--- config.mk ---
export PLATFORM = sky130hd
export DESIGN_NAME = irrigation_matrix_scan_controller
export DESIGN_NICKNAME = d
export VERILOG_FILES = /design/src/rtl/irrigation_matrix_scan_controller_pkg.sv /design/src/rtl/irrigation_matrix_scan_controller_image.sv /design/src/rtl/irrigation_matrix_scan_controller.sv
export SDC_FILE = /design/constraint.sdc
export NUM_CORES = 1
export LEC_CHECK = 0
export CORE_MARGIN = 1
export CORE_UTILIZATION = 51
export DETAILED_ROUTE_END_ITERATION = 6
export GPL_TIMING_DRIVEN = 0
export HOLD_SLACK_MARGIN = 0.1
export PLACE_DENSITY = 0.83
export SYNTH_ARGS = -nofsm -noshare
export SYNTH_HDL_FRONTEND = slang
export SYNTH_HIERARCHICAL = 1
export SYNTH_SLANG_ARGS = --single-unit
export TNS_END_PERCENT = 20
--- constraint.sdc ---
create_clock -name clock -period 2.25 [get_ports clock]
set_input_delay 0.3375 -clock clock [delete_from_list [all_inputs] [get_ports clock]]
set_output_delay 0.3375 -clock clock [all_outputs]
set_load 0.01 [all_outputs]
--- src/rtl/irrigation_matrix_scan_controller_pkg.sv ---
// Shared constants, state encoding and per-column glyph table for the irrigation status matrix.
package irrigation_matrix_scan_controller_pkg;

  localparam int NUM_COLS = 5;
  localparam int NUM_ROWS = 7;

  localparam logic [1:0] STATUS_CODE_0 = 2'b00;
  localparam logic [1:0] STATUS_CODE_1 = 2'b01;
  localparam logic [1:0] STATUS_CODE_2 = 2'b10;
  localparam logic [1:0] STATUS_CODE_3 = 2'b11;

  typedef enum logic {
    BLANK = 1'b0,
    DRIVE = 1'b1
  } scan_state_e;

  // Indexed [column][status]; each entry is row6..row0.
  localparam logic [NUM_ROWS-1:0] IMAGE_TABLE [NUM_COLS][4] = '{
    '{7'b0111110, 7'b0111110, 7'b1111111, 7'b1000001},
    '{7'b1001001, 7'b1001000, 7'b1001001, 7'b0100010},
    '{7'b1001001, 7'b1001000, 7'b1001001, 7'b0011100},
    '{7'b1110111, 7'b1110110, 7'b0110110, 7'b0110110},
    '{7'b0110110, 7'b0110000, 7'b0000110, 7'b0100010}
  };

  function automatic logic [NUM_ROWS-1:0] column_image(input logic [2:0] col,
                                                        input logic [1:0] status);
    return IMAGE_TABLE[col][status];
  endfunction

endpackage

--- src/rtl/irrigation_matrix_scan_controller_image.sv ---
// Combinational image lookup: one status decoder per column, selected by the column index.
module irrigation_status_image
  import irrigation_matrix_scan_controller_pkg::*;
(
  input  logic [2:0]          col_idx,
  input  logic [1:0]          status,
  output logic [NUM_ROWS-1:0] rows
);

  logic [NUM_ROWS-1:0] col_img [NUM_COLS];

  for (genvar c = 0; c < NUM_COLS; c++) begin : g_dec
    assign col_img[c] = column_image(3'(c), status);
  end

  always_comb begin
    rows = '0;
    if (col_idx < 3'(NUM_COLS)) rows = col_img[col_idx];
  end

endmodule

--- src/rtl/irrigation_matrix_scan_controller.sv ---
// Column scan FSM for the 5x7 irrigation status matrix with inter-column blanking
// and frame-synchronous status sampling.
module irrigation_matrix_scan_controller
  import irrigation_matrix_scan_controller_pkg::*;
#(
  parameter int SCAN_DIV       = 50000,
  parameter int BLANK_CYCLES   = 500,
  parameter bit COL_ACTIVE_LOW = 1'b0,
  parameter bit ROW_ACTIVE_LOW = 1'b0
) (
  input  logic                clock,
  input  logic                reset,
  input  logic                enable,
  input  logic [1:0]          irrigation_status,
  output logic [NUM_ROWS-1:0] rows,
  output logic [NUM_COLS-1:0] cols,
  output logic                frame_done,
  output logic [1:0]          status_latched
);

  localparam int MAX_CYC = (SCAN_DIV > BLANK_CYCLES) ? SCAN_DIV : BLANK_CYCLES;
  localparam int CW      = (MAX_CYC > 1) ? $clog2(MAX_CYC) : 1;
  localparam logic [CW-1:0] BLANK_LAST = CW'(BLANK_CYCLES - 1);
  localparam logic [CW-1:0] DRIVE_LAST = CW'(SCAN_DIV - 1);
  localparam logic [2:0]    LAST_COL   = 3'(NUM_COLS - 1);

  scan_state_e         state, state_nxt;
  logic [2:0]          col_idx, col_nxt;
  logic [CW-1:0]       cnt, cnt_nxt;
  logic [1:0]          status_q, status_nxt;
  logic [NUM_COLS-1:0] cols_q, cols_nxt;
  logic [NUM_ROWS-1:0] rows_q, rows_nxt, img;
  logic                fd_q, fd_nxt;

  // Lookup uses next-cycle values so a one-cycle blank can still pick up a fresh sample.
  irrigation_status_image u_image (
    .col_idx (col_nxt),
    .status  (status_nxt),
    .rows    (img)
  );

  always_comb begin
    state_nxt  = state;
    col_nxt    = col_idx;
    cnt_nxt    = cnt;
    status_nxt = status_q;
    if (!enable) begin
      state_nxt = BLANK;
      col_nxt   = '0;
      cnt_nxt   = '0;
    end else begin
      if (state == BLANK && col_idx == 3'd0 && cnt == '0) status_nxt = irrigation_status;
      unique case (state)
        BLANK: begin
          if (cnt == BLANK_LAST) begin
            state_nxt = DRIVE;
            cnt_nxt   = '0;
          end else begin
            cnt_nxt = cnt + 1'b1;
          end
        end
        DRIVE: begin
          if (cnt == DRIVE_LAST) begin
            state_nxt = BLANK;
            cnt_nxt   = '0;
            col_nxt   = (col_idx == LAST_COL) ? 3'd0 : col_idx + 3'd1;
          end else begin
            cnt_nxt = cnt + 1'b1;
          end
        end
      endcase
    end
    cols_nxt = '0;
    rows_nxt = '0;
    if (state_nxt == DRIVE) begin
      cols_nxt = NUM_COLS'(1) << col_nxt;
      rows_nxt = img;
    end
    fd_nxt = (state_nxt == DRIVE) && (col_nxt == LAST_COL) && (cnt_nxt == DRIVE_LAST);
  end

  always_ff @(posedge clock) begin
    if (reset) begin
      state    <= BLANK;
      col_idx  <= '0;
      cnt      <= '0;
      status_q <= STATUS_CODE_0;
      cols_q   <= '0;
      rows_q   <= '0;
      fd_q     <= 1'b0;
    end else begin
      state    <= state_nxt;
      col_idx  <= col_nxt;
      cnt      <= cnt_nxt;
      status_q <= status_nxt;
      cols_q   <= cols_nxt;
      rows_q   <= rows_nxt;
      fd_q     <= fd_nxt;
    end
  end

  assign cols           = COL_ACTIVE_LOW ? ~cols_q : cols_q;
  assign rows           = ROW_ACTIVE_LOW ? ~rows_q : rows_q;
  assign frame_done     = fd_q;
  assign status_latched = status_q;

endmodule

### Yosys cells after proc, flatten, opt, wreduce, memory -nomap -nowiden

Index checks and enable logic that the tools add are counted.

| word-level totals | value |
|---|---|
| register bits | 35 |
| latch bits | 0 |
| memory bits (writable) | 0 |
| bits in read-only memories | 0 |
| bits of input ports | 5 |
| output and inout bits | 15 |
| memories kept | 0 |

| cells by class | value |
|---|---|
| add/subtract/negate cells | 2 |
| multipliers | 0 |
| divide/modulo/power cells | 0 |
| magnitude comparators | 3 |
| equality and inequality tests | 5 |
| shift operators | 1 |
| mux-type cells | 32 |
| bitwise gates (word level) | 5 |
| reductions and logical operators | 8 |

Operators with widths:

| operator | count |
|---|---|
| 2-to-1 mux 7 bit | 12 |
| binary-select mux 7 bit (select 2 bit) | 5 |
| 2-to-1 mux 16 bit | 3 |
| equality test 16 bit (second input constant) | 2 |
| one-hot mux 16 bit (2 select lines) | 1 |
| binary-select mux 7 bit (select 3 bit) | 1 |
| adder 16 x 1 -> 16 bit (second input constant) | 1 |
| equality test 16 x 9 -> 1 bit (second input constant) | 1 |
| zero test 16 bit | 1 |
| 2-to-1 mux 3 bit | 4 |
| equality test 3 bit (second input constant) | 2 |
| left shift 1 x 3 -> 5 bit (first input constant) | 1 |
| >= comparator 4 bit (second input constant) | 1 |
| logical AND 1 bit | 4 |
| 2-to-1 mux 2 bit | 2 |
| NOT 3 -> 4 bit | 1 |
| adder 3 x 1 -> 3 bit (second input constant) | 1 |
| >= comparator 3 bit (second input constant) | 1 |
| zero test 3 bit | 1 |
| less-than comparator 3 bit (second input constant) | 1 |
| 2-to-1 mux 1 bit | 3 |
| NOT 1 bit | 3 |
| NOT 2 -> 3 bit | 1 |
| OR reduction 3 bit | 1 |
| 2 further kinds | 2 |

### Longest topological paths before layout

| logic depth | value |
|---|---|
| depth after elaboration | 12 |
| gate-level depth with buffers | 12 |
| mapped depth without buffers | 10 |

### Cells and area by module

The synthesis kept the hierarchy.

Modules (own cells, without submodules):

| module | instances | cells each | area an instance (µm²) |
|---|---|---|---|
| irrigation_matrix_scan_controller | 1 | 195 | 1771.7 |
| irrigation_status_image | 1 | 31 | 185.2 |

### Worst setup path after synthesis

No wires, ideal clock.

| timing path | value |
|---|---|
| path type | register -> register |
| start | register cnt[0] |
| end | register rows_q[2], in the netlist rows[2] |
| setup time | 59 ps |
| data arrival time | 2331 ps |
| setup slack | -140 ps |
| cell stages (with the launch flop) | 13 |
| path buffers | 2 |
| clock period less this slack | 2390 ps |
| path through | dfxtp_1 > ha_1 > and3_1 > clkbuf_1 > nand2_1 > a2111oi_1 > o21ai_1 > inv_1 > buf_6 > a21oi_2 > or3b_1 > nand2_1 > and2_1 |

| on the way | value |
|---|---|
| elaborated cells between the ends (all ways) | 37 |

RTL lines:

| what | line | text |
|---|---|---|
| start: declaration | irrigation_matrix_scan_controller.sv:29 | `logic [CW-1:0] cnt, cnt_nxt;` |
| start signal: assignment | irrigation_matrix_scan_controller.sv:94 | `cnt <= cnt_nxt;` |
| equality test 16 bit * | irrigation_matrix_scan_controller.sv:63 | `if (cnt == DRIVE_LAST) begin` |
| 2-to-1 mux 3 bit * | irrigation_matrix_scan_controller.sv:63 |  |
| 2-to-1 mux 3 bit * | irrigation_matrix_scan_controller.sv:53 | `unique case (state)` |
| 2-to-1 mux 3 bit * | irrigation_matrix_scan_controller.sv:47 | `if (!enable) begin` |
| via col_nxt[0] | irrigation_matrix_scan_controller.sv:28 | `logic [2:0] col_idx, col_nxt;` |
| NOT 3 -> 4 bit (not written as such) | irrigation_matrix_scan_controller_image.sv:18 | `if (col_idx < 3'(NUM_COLS)) rows = col_img[col_idx];` |
| binary-select mux 7 bit (select 3 bit) | irrigation_matrix_scan_controller_image.sv:18 |  |
| 2-to-1 mux 7 bit (not written as such) (2 in a row) | irrigation_matrix_scan_controller_image.sv:18 |  |
| end signal: assignment | irrigation_matrix_scan_controller.sv:97 | `rows_q <= rows_nxt;` |
| end: declaration | irrigation_matrix_scan_controller.sv:32 | `logic [NUM_ROWS-1:0] rows_q, rows_nxt, img;` |

Mark *: on every way through the listed nets, which the timed path passes. The rest lies on a longest branch. The select of a mux whose other input is x is not followed.
A chain may end at the register's enable or synchronous reset.

### Worst setup path in the final report

| timing path | value |
|---|---|
| start | register col_idx[0] |
| end | register rows_q[5], in the netlist rows[5] |

| on the way | value |
|---|---|
| elaborated cells between the ends (all ways) | 34 |

RTL lines:

| what | line | text |
|---|---|---|
| start: declaration | irrigation_matrix_scan_controller.sv:28 |  |
| start signal: assignment | irrigation_matrix_scan_controller.sv:93 | `col_idx <= col_nxt;` |
| adder 3 x 1 -> 3 bit or equality test 3 bit (tied branches) | irrigation_matrix_scan_controller.sv:66 | `col_nxt = (col_idx == LAST_COL) ? 3'd0 : col_idx + 3'd1;` |
| 2-to-1 mux 3 bit * | irrigation_matrix_scan_controller.sv:66 |  |
| 2-to-1 mux 3 bit * | irrigation_matrix_scan_controller.sv:63 |  |
| 2-to-1 mux 3 bit * | irrigation_matrix_scan_controller.sv:53 |  |
| 2-to-1 mux 3 bit * | irrigation_matrix_scan_controller.sv:47 |  |
| via col_nxt[2] | irrigation_matrix_scan_controller.sv:28 |  |
| NOT 3 -> 4 bit (not written as such) | irrigation_matrix_scan_controller_image.sv:18 |  |
| binary-select mux 7 bit (select 3 bit) | irrigation_matrix_scan_controller_image.sv:18 |  |
| 2-to-1 mux 7 bit (not written as such) (2 in a row) | irrigation_matrix_scan_controller_image.sv:18 |  |

Marked as above.

==> results.txt <==
The flip-flop and latch count after synthesis was 35. In this run the worst setup path terminates at rows[5]. Yosys mapped a number of flops with a built-in enable equal to 0. The critical path goes through inv_1, ha_2, or2_2, a31oi_1, a211oi_2, inv_1, nor3b_2, o21ai_2, nand3_1, and2_1.

In this run the cell area of the synthesized design comes to 1960 µm². The sum of net half-perimeters after detailed placement was 2920 µm; the initial antenna violation count was 0. The effective utilization at floorplan is 0.535. The run gives 0 as the antenna diode count. The leakage power is 0.934 nW, and the share of cell area taken by muxes after synthesis is 0.0237.

Setup slack on the worst flop-to-flop path: -0.07 ns. sky130_fd_sc_hd__dfxtp_1 takes more of the synthesized area than any other cell. Headroom to the max-slew limit: 0.708.

The fraction of final layout cells with drive strength greater than 1 is 0.256, and the I/O pin count is 20. In this design, the critical path's most frequently occurring cell is sky130_fd_sc_hd__inv_1. The logs give 0.226 for the total routing resource utilization after global routing and 6 for the warning count from the yosys run.

The switching power as a share of total power came out at 0.228. For the pin with the worst max-slew slack, the measured transition is 0.427 ns. TritonCTS built the clock tree. Dividing total power by cell area gives a power density of 455 nW/µm². The final count of pins violating max slew is 0.

Row generation in the floorplan step produced 22 rows. Grouping stages by cell kind, the critical path spends the most delay in simple AND/OR/NAND/NOR gates. The critical path runs through a total of 10 cells.

Measured in cells, the most critical reg-to-reg path has a length of 10. The logs give -0.0698 ns for the final worst slack and 2240 µm² for the instance area after placement. Setup skew after layout: 0.00431 ns. The fraction of synthesis flops using an asynchronous set or reset pin is 0, and the sequential share of the synthesized area is 0.358.

Max-cap violation count: 0. The tools report the kind of launch point of the worst setup path as a flop. Met3 capacity usage during global routing: 0.0500.

Data on the critical path is required at its endpoint by 2.48 ns. Global-route layer with the greatest usage: met2. The share of total power in sequential cells was 0.549; the adder-cell area share of the yosys netlist was 0.0256. The final reports fail on negative setup slack.

Largest stage delay on the critical path: 0.47 ns. Category of the most critical setup path: reg2reg. The internal power of the cells totals 0.874 mW. The post-route standard cell area excluding fillers is 2490 µm². The cell with the biggest individual delay on the critical path is sky130_fd_sc_hd__dfxtp_1.

The total number of nets in the final design is 270, and the peak supply drop is 0.225 mV. After technology mapping, the gate count stands at 226. The total global routing overflow is 0. For the fraction of power consumed by combinational cells, the log shows 0.069. The post-detailed-route via-to-cell ratio came out at 5.63. The first detailed-routing pass ran for 4 iterations. The area of the die came out at 4090 µm².

The run gives 2 as the maximum count of clock buffers along a single path. Counting both buffers and inverters, the worst setup path holds a total of 2. Met2 layer usage reported by global route: 0.359. The top cell type's share of synthesized area is 0.358, and the number of nets with antenna violations after detailed routing is 0. At the later pin of the worst-skew pair, clock insertion delay measures 0.28 ns. The largest family of logic cells by synthesized area is simple AND/OR/NAND/NOR gates. After clock tree synthesis, the flow added hold-fix buffers numbering 0. The tools report the weighted congestion at the end of routability-driven global placement as 0.866.

The via count of the first global-routing pass was 1561; the maximum number of pins on one net before global-route repair was 11. The count of different cell masters after synthesis is 57, and the compound-gate portion of the synthesized area is 0.107. For this run, the top clock speed supported by timing is 431 MHz. The clock power share is 0.382, and the die extent in x is 63.9 µm.

Clock tree synthesis selected as its root buffer the cell sky130_fd_sc_hd__clkbuf_8. Port buffering added 19 buffers. In the routed design, unresolved DRC markers number 0. The tightest min-delay check is of the reg2reg type. Startpoint of the most critical setup path: col_idx[0].

The number of failing hold endpoints at the final stage came out at 0. Setup repair after global routing could not meet its margin everywhere. The area growth from synthesis to layout is 27.2%. In this run the power spent charging and discharging nets is 0.258 mW.

The worst setup path is captured at a flop. The endpoint identified for the worst register-to-register timing path is rows[5]. In the synthesized netlist the dominant register cell turns out to be sky130_fd_sc_hd__dfxtp_1. The number of nets in the synthesized netlist is 235. The flow ran to the end, but the final reports show violations.

The worst path needs 2.32 ns of the cycle, external delays included. The run gives 206 as the count of routing violations after the opening detailed-route iteration. TritonCTS created 5 clock buffers. Clock-pin slew was measured on the worst setup and hold paths at 0.07 ns. The simple logic cell fraction of the synthesized area is 0.347, and the routed wirelength normalized by instance count is 14.5 µm. The tools report the core region area as 3660 µm². The synthesized-area fraction occupied by xor and xnor cells is 0.0716. The startpoint identified for the worst register-to-register timing path is col_idx[0].

Sorting the synthesized cells by how often they occur yields 35 x sky130_fd_sc_hd__dfxtp_1, 29 x sky130_fd_sc_hd__nor2_1, 16 x sky130_fd_sc_hd__nand2_1. In this run the mean area of a mapped cell was 8.66 µm². The largest driver fanout on the critical path is 10, and the CTS sink count is 35. Most used standard cell by instance count after synthesis: sky130_fd_sc_hd__dfxtp_1.

The final clock period utilization by the worst path is 1.03, and the vertical die dimension is 63.9 µm. For the routing usage on met1, the log shows 0.299. The first global-routing pass estimated 7220 µm of wire. In this run the number of H-tree levels came out at 2. Detailed-route via count: 1744. The total negative setup slack is -0.218 ns, and the worst endpoint data arrival time is 2.55 ns. By area the synthesized netlist is led by sky130_fd_sc_hd__dfxtp_1 36%, sky130_fd_sc_hd__nor2_1 5.6%, sky130_fd_sc_hd__xnor2_1 4.5%. For this block, the routed nets add up to 4480 µm of wire.

For the final number of setup-violating endpoints, the log shows 6.
==> cell type report <==
cell class	count	area, µm²
plain buffers	11	76.3
well taps	48	60.1
flip-flops and latches	35	726
inverters	8	30.0
clock inverters	1	5.00
clock buffers	7	76.3
fillers	281	1170
repair buffers	32	288
multi-input cells	168	1230
==> layout by cell type, fill, tap and decap left out, types with 2 or more instances in the layout <==
| cell type | instances |
|---|---|
| sky130_fd_sc_hd__and3b_1 | 4 |
| sky130_fd_sc_hd__nor3_2 | 2 |
| sky130_fd_sc_hd__nor3b_1 | 3 |
| sky130_fd_sc_hd__o211ai_1 | 2 |
| sky130_fd_sc_hd__o21ai_0 | 2 |
| sky130_fd_sc_hd__buf_6 | 2 |
| sky130_fd_sc_hd__nor4b_2 | 2 |
| sky130_fd_sc_hd__or4_4 | 2 |
| sky130_fd_sc_hd__and4_1 | 5 |
| sky130_fd_sc_hd__and3_1 | 4 |
| sky130_fd_sc_hd__nor2b_1 | 2 |
| sky130_fd_sc_hd__o31ai_1 | 2 |
| sky130_fd_sc_hd__clkdlybuf4s50_1 | 19 |
| sky130_fd_sc_hd__a211oi_2 | 2 |
| sky130_fd_sc_hd__clkbuf_8 | 6 |
| sky130_fd_sc_hd__nor3_1 | 6 |
| sky130_fd_sc_hd__clkbuf_1 | 4 |
| sky130_fd_sc_hd__nand4_1 | 5 |
| sky130_fd_sc_hd__a41oi_1 | 2 |
| sky130_fd_sc_hd__nor2_1 | 28 |
| sky130_fd_sc_hd__nand3_1 | 10 |
| sky130_fd_sc_hd__nor3b_2 | 2 |
| sky130_fd_sc_hd__ha_1 | 2 |
| sky130_fd_sc_hd__a21oi_1 | 4 |
| sky130_fd_sc_hd__inv_1 | 8 |
| sky130_fd_sc_hd__and2_1 | 8 |
| sky130_fd_sc_hd__buf_2 | 4 |
| sky130_fd_sc_hd__o21ai_2 | 4 |
| sky130_fd_sc_hd__dfxtp_2 | 2 |
| sky130_fd_sc_hd__or2_2 | 2 |
| sky130_fd_sc_hd__xnor2_1 | 10 |
| sky130_fd_sc_hd__dfxtp_4 | 6 |
| sky130_fd_sc_hd__xor2_1 | 6 |
| sky130_fd_sc_hd__nand2_1 | 15 |
| sky130_fd_sc_hd__dfxtp_1 | 27 |
| sky130_fd_sc_hd__nand3b_1 | 2 |
| sky130_fd_sc_hd__mux2_4 | 2 |
| sky130_fd_sc_hd__a31oi_1 | 4 |
| sky130_fd_sc_hd__buf_4 | 14 |
==> metal layers <==
metal,vias to the layer above,routed length [µm],part of all wire
met1,830,2100,0.47
li1,872,-,-
met2,36,2170,0.48
met5,-,0,0
met4,0,51,0.011
met3,6,157,0.035
==> per-stage QoR <==
| stage | power [mW] | hold slack [ns] | std cells | util | setup slack, ns |
|---|---|---|---|---|---|
| after detailed placement | 0.709 | 0.467 | 293 | 0.611 | -0.407 |
| after CTS | 1.15 | 0.469 | 308 | 0.658 | -0.102 |
| final | 1.13 | 0.467 | 310 | 0.680 | -0.0698 |
| after global placement | 0.708 | 0.456 | 293 | 0.611 | -0.348 |
| after global routing | 1.18 | 0.485 | 310 | 0.680 | -0.191 |
| after floorplan | 0.685 | 0.402 | 226 | - | -0.0332 |
==> worst min-delay path by stage <==
stage | to | depth (start not counted) | startpoint
floorplan | status_latched[1] | 1 | reset
finish | cnt[0] | 1 | cnt[0]
CTS | cnt[0] | 1 | cnt[0]
global placement | cnt[0] | 1 | cnt[0]
global route | cnt[0] | 1 | cnt[0]
detailed placement | cnt[0] | 1 | cnt[0]
==> worst register-to-register path, delay by kind of cell, from the launching register on <==
kind	cells	cell delay, ns
compound gates	3	0.41
simple gates	4	0.80
fa+ha+maj	1	0.24
buf+inv	2	0.37
flops	1	0.47
==> what timing repair did <==
item	CTS	global route
setup endpoints to repair	7	7
pin swaps	8	7
buffers inserted	11	2
gates resized for setup	14	18
==> state kept, by name, indices dropped and copies added, names as in the netlist <==
signal,cells
cnt,16
cols,5
frame_done,1
rows,7
status_latched,2
col_idx,3
state,1
==> power by group through the flow <==
stage	Sequential, mW	Clock, mW	Combinational, mW
finish	0.621	0.432	0.0779
global route	0.621	0.471	0.0836
floorplan	0.641	0	0.0432
CTS	0.625	0.451	0.0729
global placement	0.641	0	0.0672
detailed placement	0.641	0	0.0685
==> cells by family after synthesis <==
group           after synthesis
compound gates               30
xor+xnor                     16
fa+ha+maj                     4
buf+inv                      23
flops                        35
mux                           4
simple gates                114
(Power assumes the default switching activity.)
